`config.mk`:
```
export PLATFORM = sky130hd
export DESIGN_NAME = pulse_pair_meter
export DESIGN_NICKNAME = d
export VERILOG_FILES = /design/src/rtl/pulse_pair_meter.sv
export SDC_FILE = /design/constraint.sdc
export NUM_CORES = 1
export LEC_CHECK = 0
export BUFFER_PORTS_ARGS = -buffer_cell sky130_fd_sc_hd__buf_2
export CAP_MARGIN = 5
export CORE_MARGIN = 4
export CORE_UTILIZATION = 41
export DETAILED_ROUTE_END_ITERATION = 10
export PLACE_DENSITY = 0.57
export SKIP_CTS_REPAIR_TIMING = 1
export SLEW_MARGIN = 25
export SYNTH_ARGS = -nofsm -noshare
export SYNTH_HDL_FRONTEND = slang
export SYNTH_SLANG_ARGS = --single-unit
export TNS_END_PERCENT = 50
```
`constraint.sdc`:
```
create_clock -name clk -period 2.75 [get_ports clk]
set_input_delay 0.4125 -clock clk [delete_from_list [all_inputs] [get_ports clk]]
set_output_delay 0.4125 -clock clk [all_outputs]
set_load 0.05 [all_outputs]
```
`src/rtl/pulse_pair_meter.sv`:
```
// Purpose: synchronise and de-glitch a raw RF input, then measure each high/low pulse pair in clk cycles.
// Latency: detected asserts SYNC_STAGES+GLITCH cycles after the clk edge that samples the terminating rise.
// Backpressure: none; each report is a one-cycle strobe and the count outputs hold until the next report.
module pulse_pair_meter #(
    parameter int CNT_W       = 32,
    parameter int SYNC_STAGES = 2,
    parameter int GLITCH      = 3,
    parameter int MAX_LOW     = 1000
) (
    input  logic             clk,
    input  logic             rst,
    input  logic             en,
    input  logic             in,
    output logic [CNT_W-1:0] count_h,
    output logic [CNT_W-1:0] count_l,
    output logic             detected,
    output logic             gap,
    output logic             sat
);

    localparam int RUN_W = (GLITCH > 1) ? $clog2(GLITCH) : 1;

    localparam logic [1:0] ST_WAIT_RISE = 2'd0;
    localparam logic [1:0] ST_HIGH      = 2'd1;
    localparam logic [1:0] ST_LOW       = 2'd2;

    localparam logic [CNT_W-1:0] CNT_MAX   = '1;
    localparam logic [CNT_W-1:0] CNT_ONE   = CNT_W'(1);
    localparam logic [CNT_W-1:0] MAX_LOW_C = CNT_W'(MAX_LOW);
    localparam logic [RUN_W-1:0] RUN_LAST  = RUN_W'(GLITCH - 1);

    logic [SYNC_STAGES-1:0] sync_q;
    logic                   s;
    logic                   filt;
    logic                   filt_d;
    logic [RUN_W-1:0]       run_cnt;
    logic                   rise;
    logic                   fall;
    logic                   timeout_hit;

    logic [1:0]             state;
    logic [CNT_W-1:0]       cnt_h;
    logic [CNT_W-1:0]       cnt_l;
    logic                   sat_i;

    assign s           = sync_q[SYNC_STAGES-1];
    assign rise        = filt & ~filt_d;
    assign fall        = ~filt & filt_d;
    assign timeout_hit = (MAX_LOW != 0) && (cnt_l == MAX_LOW_C);

    // Synchroniser and persistence filter run regardless of en so f is settled when measuring resumes.
    always_ff @(posedge clk or negedge rst) begin
        if (!rst) begin
            sync_q  <= '0;
            filt    <= 1'b0;
            filt_d  <= 1'b0;
            run_cnt <= '0;
        end else begin
            sync_q <= {sync_q[SYNC_STAGES-2:0], in};
            filt_d <= filt;
            if (s == filt) begin
                run_cnt <= '0;
            end else if (run_cnt == RUN_LAST) begin
                filt    <= s;
                run_cnt <= '0;
            end else begin
                run_cnt <= run_cnt + 1'b1;
            end
        end
    end

    always_ff @(posedge clk or negedge rst) begin
        if (!rst) begin
            state    <= ST_WAIT_RISE;
            cnt_h    <= '0;
            cnt_l    <= '0;
            sat_i    <= 1'b0;
            count_h  <= '0;
            count_l  <= '0;
            detected <= 1'b0;
            gap      <= 1'b0;
            sat      <= 1'b0;
        end else begin
            detected <= 1'b0;
            if (!en) begin
                state <= ST_WAIT_RISE;
                cnt_h <= '0;
                cnt_l <= '0;
                sat_i <= 1'b0;
            end else begin
                case (state)
                    ST_WAIT_RISE: begin
                        if (rise) begin
                            cnt_h <= CNT_ONE;
                            sat_i <= 1'b0;
                            state <= ST_HIGH;
                        end
                    end
                    ST_HIGH: begin
                        if (fall) begin
                            cnt_l <= CNT_ONE;
                            state <= ST_LOW;
                        end else if (filt) begin
                            if (cnt_h == CNT_MAX) sat_i <= 1'b1;
                            else                  cnt_h <= cnt_h + 1'b1;
                        end
                    end
                    ST_LOW: begin
                        // A rise coinciding with the timeout is a normal pair, not a sync gap.
                        if (rise) begin
                            count_h  <= cnt_h;
                            count_l  <= cnt_l;
                            gap      <= 1'b0;
                            sat      <= sat_i;
                            detected <= 1'b1;
                            cnt_h    <= CNT_ONE;
                            sat_i    <= 1'b0;
                            state    <= ST_HIGH;
                        end else if (timeout_hit) begin
                            count_h  <= cnt_h;
                            count_l  <= cnt_l;
                            gap      <= 1'b1;
                            sat      <= sat_i;
                            detected <= 1'b1;
                            cnt_h    <= '0;
                            cnt_l    <= '0;
                            state    <= ST_WAIT_RISE;
                        end else if (!filt) begin
                            if (cnt_l == CNT_MAX) sat_i <= 1'b1;
                            else                  cnt_l <= cnt_l + 1'b1;
                        end
                    end
                    default: state <= ST_WAIT_RISE;
                endcase
            end
        end
    end

endmodule

```
==> results of run 1 <==
==> cell usage after synthesis, types with 10 or more instances <==
cell type / instances
nor2_1: 22
and4_1: 10
clkbuf_1: 20
inv_1: 15
nand3_1: 40
and2_1: 10
o31ai_1: 30
mux2_2: 59
buf_2: 15
a31oi_1: 10
a21oi_1: 28
and3_1: 12
nand4_1: 23
nor3_1: 10
o21ai_0: 67
dfrtp_1: 140
nand2_1: 70
==> registers in the layout, indices dropped and copies added (netlist names), 2 cells and up <==
register and cells:
cnt_h 32, cnt_l 32, count_h 32, count_l 32, run_cnt 2, state 2, sync_q 2
==> cell families after synthesis <==
kind of cell / count (synthesis)
AND/OR/NAND/NOR: 249
AO/OA/AOI/OAI: 172
flip-flops: 140
multiplexers: 61
buffers and inverters: 53
adder cells (fa/ha/maj): 8
XOR/XNOR: 1
==> cell type report <==
cell class | instances | area, µm² | share of cell area
Sequential cell | 140 | 3500 | 0.417
Multi-Input combinational cell | 491 | 3320 | 0.395
Timing Repair Buffer | 104 | 649 | 0.0773
Clock buffer | 23 | 488 | 0.0581
Tap cell | 220 | 275 | 0.0327
Clock inverter | 7 | 113 | 0.0134
Inverter | 15 | 56.3 | 0.00670
==> power breakdown <==
part	switching, µW	leakage (µW)	total, µW	internal [µW]
clock network	848	0.000295	2360	1510
registers	114	0.00194	2250	2140
logic	645	0.00172	975	330
total	1610	0.00395	5580	3980
==> per-layer routing <==
layer	up-vias	share of wire
met3	26	0.050
li1	2739	-
met4	0	0.015
met1	2851	0.50
met2	154	0.44
met5	-	0
==> path summary, 6_finish.rpt <==
path | from | to | slack, ns | cells past startpoint
setup / recovery | cnt_l[0] | count_l[31] | 0.24 | 8
hold / removal | rst | count_l[24] | 0.04 | 1
setup reg to reg | cnt_l[0] | count_l[31] | 0.24 | 8
hold reg to reg | sync_q[0] | sync_q[1] | 0.35 | 0
max in group asynchronous | rst | cnt_h[27] | 2.07 | 2
min in group clk | in | sync_q[0] | 0.09 | 1
==> metrics by stage <==
stage	setup slack, ns	std cells
after floorplan	0.481	684
after CTS	0.219	1000
after global routing	0.0844	1000
after detailed placement	0.233	970
final	0.245	1000
after global placement	0.337	970
==> worst max-delay path: stages, from the launching register on <==
cell	delay [ns]
dfrtp_1	0.43
inv_1	0.09
ha_1	0.19
nor4bb_1	0.13
nand3_1	0.22
nor3_2	0.12
o21ai_4	0.48
buf_12	0.31
mux2_2	0.37
==> results.cfg, run 1 <==
[sta]
max_freq_ghz = 0.399
tightestPinTransition_ns = 0.753
min_period_ns = 2.51
setup_tns_ns = 0
hold_viol = 0
rsz0062_at_grt = false
maxSlewHeadroom = 0.498
setup_violations = 0
hold-worst-slack_ns = 0.0407
finalCritPeriodShare = 0.911
skew_ns = 0.0101
maxSlewViolCount = 0

[synth]
syn_area_um2 = 7040
netlist_instances = 684
ys_async_sr_fraction = 1.00
synth-main-ff-cell = dfrtp_1
yosys.area_share.xor_xnor = 0.00124
synth-adder-area-share = 0.0142
netlist.top_cell.by_area = dfrtp_1
synth.net_count = 696
synth_warnings = 0
yosys.area.top_type_share = 0.498
synth.avg_cell_area_um2 = 10.3
yosys.area_share.simple = 0.204
synth_compound_area_frac = 0.154
synth_edf_count = 0
synthDistinctLibCells = 63
ys_top_cells_by_area = dfrtp_1 (50%), mux2_2 (9.4%), o21ai_0 (4.8%)
ys_seq_area_frac = 0.498
ys_ff_latch = 140
synth_mux_area_frac = 0.0973
synth_top_family_by_area = simple AND/OR/NAND/NOR gates

[power]
p_leak_uw = 0.00395
power.total_uw = 5580
power_density_nw_per_um2 = 664
ir_drop_uv = 478

[global_routing]
antenna_found_initial = 0
grt-ovfl-total = 0
grt_pass1_vias = 5683
grt_use_met1 = 0.275
grt_most_used_layer = met2
grt_max_degree = 80
grt_use_met2 = 0.285
met3_usage = 0.0428
grt_pass1_wl_um = 30000
track_usage = 0.190

[layout]
final_util = 0.503
layout_commonest_cell = dfrtp_1
n_fill_cell = 1556
final_cell_mix = dfrtp_1 (140), nand2_1 (70), buf_2 (69)
syn_to_final_growth_pct = 19.5
antenna_cells = 0
drive_above_1_share = 0.271
nets = 781
fin_area_um2 = 8410

[setup_path]
end_kind = register
crit_required_ns = 3.06
cp_max_fo = 49
critPathArrivalTime_ns = 2.81
critPathLaunchType = register
worstSetupPathType = reg2reg

[job]
cap_viol_max_count = 0

[clock_tree]
h-tree-depth = 4
clockBufferDepth = 2
clk_pin_slew_worst_paths_ns = 0.06
cts_inserted_buffers = 17
cts-root-buf = clkbuf_16
clock_latency_ns = 0.43
cts_tree = yes
clkSinkCount = 140

[drt]
dr.first_iter.drc_count = 450
avgRoutedWirePerCell_um = 17.8
vias_per_cell = 5.77
antenna_left = 0
dr_total_vias = 5770
dr.pass1.iters = 5
routed_wl_um = 17800
drcViolationCount = 0

[die]
coreArea_um2 = 16700
row_count = 47
die_x_um = 139
pin_count = 71
dieArea_um2 = 19300
start_util = 0.421
dieHeight_um = 139

[worst_hold_path]
min_path_type = in2async

[placement]
placed_area_um2 = 7800
port_buffers = 70
hpwl_um = 12300
gp_congestion = 0.861

[outcome]
status = finished clean
(Power assumes the default switching activity.)
==> run 2: changes to the inputs <==
--- a/config.mk
+++ b/config.mk
@@ -6,7 +6,7 @@
 export NUM_CORES = 1
 export LEC_CHECK = 0
 export BUFFER_PORTS_ARGS = -buffer_cell sky130_fd_sc_hd__buf_2
-export CAP_MARGIN = 5
+export CAP_MARGIN = 0
 export CORE_MARGIN = 4
 export CORE_UTILIZATION = 41
 export DETAILED_ROUTE_END_ITERATION = 10
==> constraint.sdc (replaced) <==
create_clock -name clk -period 2.75 [get_ports clk]
set_input_delay 0.275 -clock clk [delete_from_list [all_inputs] [get_ports clk]]
set_output_delay 0.275 -clock clk [all_outputs]
set_load 0.05 [all_outputs]
==> results.cfg, run 2 (same netlist as run 1, synthesis figures left out) <==
[layout]
stdcell_count = 1005
syn_to_final_growth_pct = 20.1
drive_above_1_share = 0.273
layout_commonest_cell = dfrtp_1
final_cell_mix = dfrtp_1 (140), nand2_1 (70), buf_2 (69)
fin_area_um2 = 8450
antenna_cells = 0
n_fill_cell = 1562
nets = 784

[sta]
maxSlewViolCount = 0
max_freq_ghz = 0.406
min_period_ns = 2.47
skew_ns = 0.0116
hold-worst-slack_ns = 0.229
setup_violations = 0
finalCritPeriodShare = 0.896
hold_viol = 0
tightestPinTransition_ns = 0.789
maxSlewHeadroom = 0.474
setup_tns_ns = 0
rsz0062_at_grt = false

[power]
p_sw_frac = 0.285
switchingPower_uw = 1610
pwr-share-comb = 0.168
clockPowerShare = 0.435
p_leak_uw = 0.00397
power_density_nw_per_um2 = 670
ir_drop_uv = 457
power.total_uw = 5670
internal-power_uw = 4050
p_seq_frac = 0.397

[global_routing]
track_usage = 0.187
grt_pass1_wl_um = 29700
grt_pass1_vias = 5632
antenna_found_initial = 0
grt-ovfl-total = 0
grt_max_degree = 85

[die]
dieHeight_um = 139
row_count = 47
die_x_um = 139
pin_count = 71
start_util = 0.421
dieArea_um2 = 19300
coreArea_um2 = 16700

[clock_tree]
clock_latency_ns = 0.43
cts_inserted_buffers = 17
h-tree-depth = 4
clkSinkCount = 140
cts-root-buf = clkbuf_16
clockBufferDepth = 2
clk_pin_slew_worst_paths_ns = 0.06
cts_tree = yes

[placement]
gp_congestion = 0.864
port_buffers = 70
hpwl_um = 12000
placed_area_um2 = 7790
place_inst = 971

[outcome]
status = finished clean

[setup_path]
crit_required_ns = 3.05
worstSetupPathType = reg2reg
cp_max_fo = 49
end_kind = register
critPathLaunchType = register
critPathArrivalTime_ns = 2.77

[drt]
routed_wl_um = 17400
avgRoutedWirePerCell_um = 17.3
dr_total_vias = 5738
drcViolationCount = 0
dr.first_iter.drc_count = 484
vias_per_cell = 5.71
antenna_left = 0
dr.pass1.iters = 5

[worst_hold_path]
min_path_type = in2reg

[job]
cap_viol_max_count = 0
==> run 2: stage by stage <==
step | setup WS (ns) | utilization
4_1_cts | 0.268 | 0.505
2_1_floorplan | 0.481 | -
5_1_grt | 0.0587 | 0.506
6_report | 0.285 | 0.506
3_3_place_gp | 0.335 | 0.467
3_5_place_dp | 0.282 | 0.467
==> run 2: final timing paths <==
path,slack (ns),from,end,cells past startpoint
hold reg to reg,0.36,sync_q[0],sync_q[1],0
min in group asynchronous,0.50,rst,cnt_l[22],2
hold / removal,0.23,en,state[1],3
setup / recovery,0.28,cnt_l[0],count_l[31],8
setup reg to reg,0.28,cnt_l[0],count_l[31],8
max in group asynchronous,1.54,rst,cnt_l[13],3
==> run 2: per-layer routing <==
layer	track usage	part of all wire	vias to the layer above
met2	0.271	0.44	174
met4	0.0623	0.017	0
li1	-	-	2740
met1	0.273	0.49	2803
met3	0.0472	0.057	21
met5	0	0	-
==> run 2: layout make-up <==
type                       instances  area [µm²]  share of cell area
clock inverter                    11         165              0.0195
tap                              220         275              0.0326
sequential                       140        3500               0.415
timing repair buffer             107         664              0.0786
inverter                          15        56.3             0.00666
clock buffer                      21         470              0.0557
multi-input combinational        491        3320               0.392
==> run 2: power by group through the flow <==
stage | clock network (µW) | registers, µW | logic [µW]
after global placement | 0 | 2280 | 936
after global routing | 2610 | 2270 | 1070
after detailed placement | 0 | 2290 | 947
after floorplan | 0 | 2300 | 584
after CTS | 2510 | 2250 | 951
final | 2460 | 2250 | 954
==> run 2: critical path, stage by stage, from the launching register on <==
cell	delay, ns
dfrtp_1	0.43
inv_1	0.08
ha_1	0.19
nor4bb_1	0.13
nand3_1	0.22
nor3_2	0.12
o21ai_4	0.46
buf_12	0.31
mux2_2	0.37
==> run 3: changes to the inputs <==
--- a/config.mk
+++ b/config.mk
@@ -10,7 +10,7 @@
 export CORE_MARGIN = 4
 export CORE_UTILIZATION = 41
 export DETAILED_ROUTE_END_ITERATION = 10
-export PLACE_DENSITY = 0.57
+export PLACE_DENSITY = 0.59
 export SKIP_CTS_REPAIR_TIMING = 1
 export SLEW_MARGIN = 25
 export SYNTH_ARGS = -nofsm -noshare
==> constraint.sdc (replaced) <==
create_clock -name clk -period 2.2 [get_ports clk]
set_input_delay 0.22 -clock clk [delete_from_list [all_inputs] [get_ports clk]]
set_output_delay 0.22 -clock clk [all_outputs]
set_load 0.05 [all_outputs]
==> results.cfg, run 3 (same netlist as run 1, synthesis figures left out) <==
[outcome]
status = finished, violations left
violations = setup timing

[global_routing]
grt_pass1_vias = 6066
grt_max_degree = 64
antenna_found_initial = 0
grt-ovfl-total = 0
grt_pass1_wl_um = 31600
track_usage = 0.198

[clock_tree]
cts-root-buf = clkbuf_16
clock_latency_ns = 0.42
clk_pin_slew_worst_paths_ns = 0.06
h-tree-depth = 4
clockBufferDepth = 2
clkSinkCount = 140
cts_inserted_buffers = 17
cts_tree = yes

[setup_path]
regToRegStartpoint = state[0]
worst_path_largest_cell_delay_ns = 0.52
cp_slowest_cell = or4_4
cp_max_fo = 4
critPathLaunchType = register
worstSetupPathType = reg2reg
end_kind = register
cpLargestDelayFamily = simple AND/OR/NAND/NOR gates
crit_required_ns = 2.55
cp.buffers_inverters = 3
crit_start = state[0]
cp.depth = 9
reg2regPathDepth = 9
critPathArrivalTime_ns = 2.58
crit_chain = inv_2 > ha_1 > inv_1 > mux2i_1 > a221o_1 > buf_4 > nand3_2 > or4_4 > o21ai_2

[drt]
antenna_left = 0
avgRoutedWirePerCell_um = 17.5
dr_total_vias = 6168
dr.pass1.iters = 5
dr.first_iter.drc_count = 526
drcViolationCount = 0
routed_wl_um = 19000
vias_per_cell = 5.66

[sta]
min_period_ns = 2.23
max_freq_ghz = 0.448
setup_violations = 3
rsz0062_at_grt = true
maxSlewViolCount = 0
skew_ns = 0.00837
setup_tns_ns = -0.0483
finalCritPeriodShare = 1.01
tightestPinTransition_ns = 0.586
layout_setup_ws_ns = -0.0319
hold_viol = 0
maxSlewHeadroom = 0.609

[placement]
port_buffers = 70
gp_congestion = 0.893
hpwl_um = 13200
place_worst_setup_slack_ns = -0.0563

[power]
internal-power_uw = 5480
power_density_nw_per_um2 = 810
clockPowerShare = 0.427
switchingPower_uw = 2120
p_seq_frac = 0.367
p_leak_uw = 0.00455
ir_drop_uv = 595
p_sw_frac = 0.279
pwr-share-comb = 0.207

[die]
dieHeight_um = 139
dieArea_um2 = 19300
pin_count = 71
row_count = 47
die_x_um = 139
start_util = 0.421
coreArea_um2 = 16700

[layout]
n_fill_cell = 1465
final_util = 0.561
drive_above_1_share = 0.379
layout_commonest_cell = dfrtp_1
antenna_cells = 0
nets = 868
syn_to_final_growth_pct = 33.3
final_cell_mix = dfrtp_1 (138), buf_4 (110), buf_2 (69)

[worst_hold_path]
holdCritStartpoint = en
min_path_type = in2reg
whs_path_depth = 3

[job]
cap_viol_max_count = 0
-- run 3: final cells by class --
class	instances	area, µm²	area share
Sequential cell	140	3510	0.374
Inverter	15	56.3	0.00600
Clock buffer	22	494	0.0527
Timing Repair Buffer	191	1380	0.147
Clock inverter	10	183	0.0195
Multi-Input combinational cell	491	3490	0.372
Tap cell	220	275	0.0294
-- run 3: final timing paths --
check                      slack (ns)          end
min                              0.21     state[1]
max reg2reg                     -0.03    cnt_h[31]
min in group asynchronous        0.37  count_l[21]
min reg2reg                      0.35    sync_q[1]
max in group asynchronous        1.18  count_h[27]
max                             -0.03    cnt_h[31]
-- run 3: power groups by stage --
stage | Sequential, µW | Combinational, µW | Clock (µW)
after detailed placement | 2820 | 1400 | 0
after CTS | 2770 | 1400 | 3310
final | 2790 | 1570 | 3240
after global placement | 2810 | 1360 | 0
after floorplan | 2880 | 748 | 0
after global routing | 2800 | 1730 | 3430
-- run 3: routing by layer --
| metal | part of all wire | vias up | GRT usage |
|---|---|---|---|
| met4 | 0.0079 | 0 | 0.0541 |
| li1 | - | 2906 | - |
| met2 | 0.46 | 190 | 0.300 |
| met1 | 0.47 | 3060 | 0.292 |
| met5 | 0 | - | 0 |
| met3 | 0.057 | 12 | 0.0379 |
-- run 3: tightest hold or removal path: cells and delay by family --
kind	cells	cell delay, ns
AO/OA/AOI/OAI	1	0.09
buffers and inverters	1	0.17
AND/OR/NAND/NOR	1	0.09
-- run 3: metrics by stage --
| stage | power, µW | hold WS, ns | instances | instance area, µm² |
|---|---|---|---|---|
| CTS | 7480 | -0.191 | 1079 | 9090 |
| floorplan | 3630 | -0.0756 | 684 | 7050 |
| global route | 7950 | 0.202 | 1089 | 9380 |
| global placement | 4170 | 0.246 | 1047 | 8410 |
| detailed placement | 4220 | 0.254 | 1047 | 8410 |
| finish | 7600 | 0.212 | 1089 | 9380 |
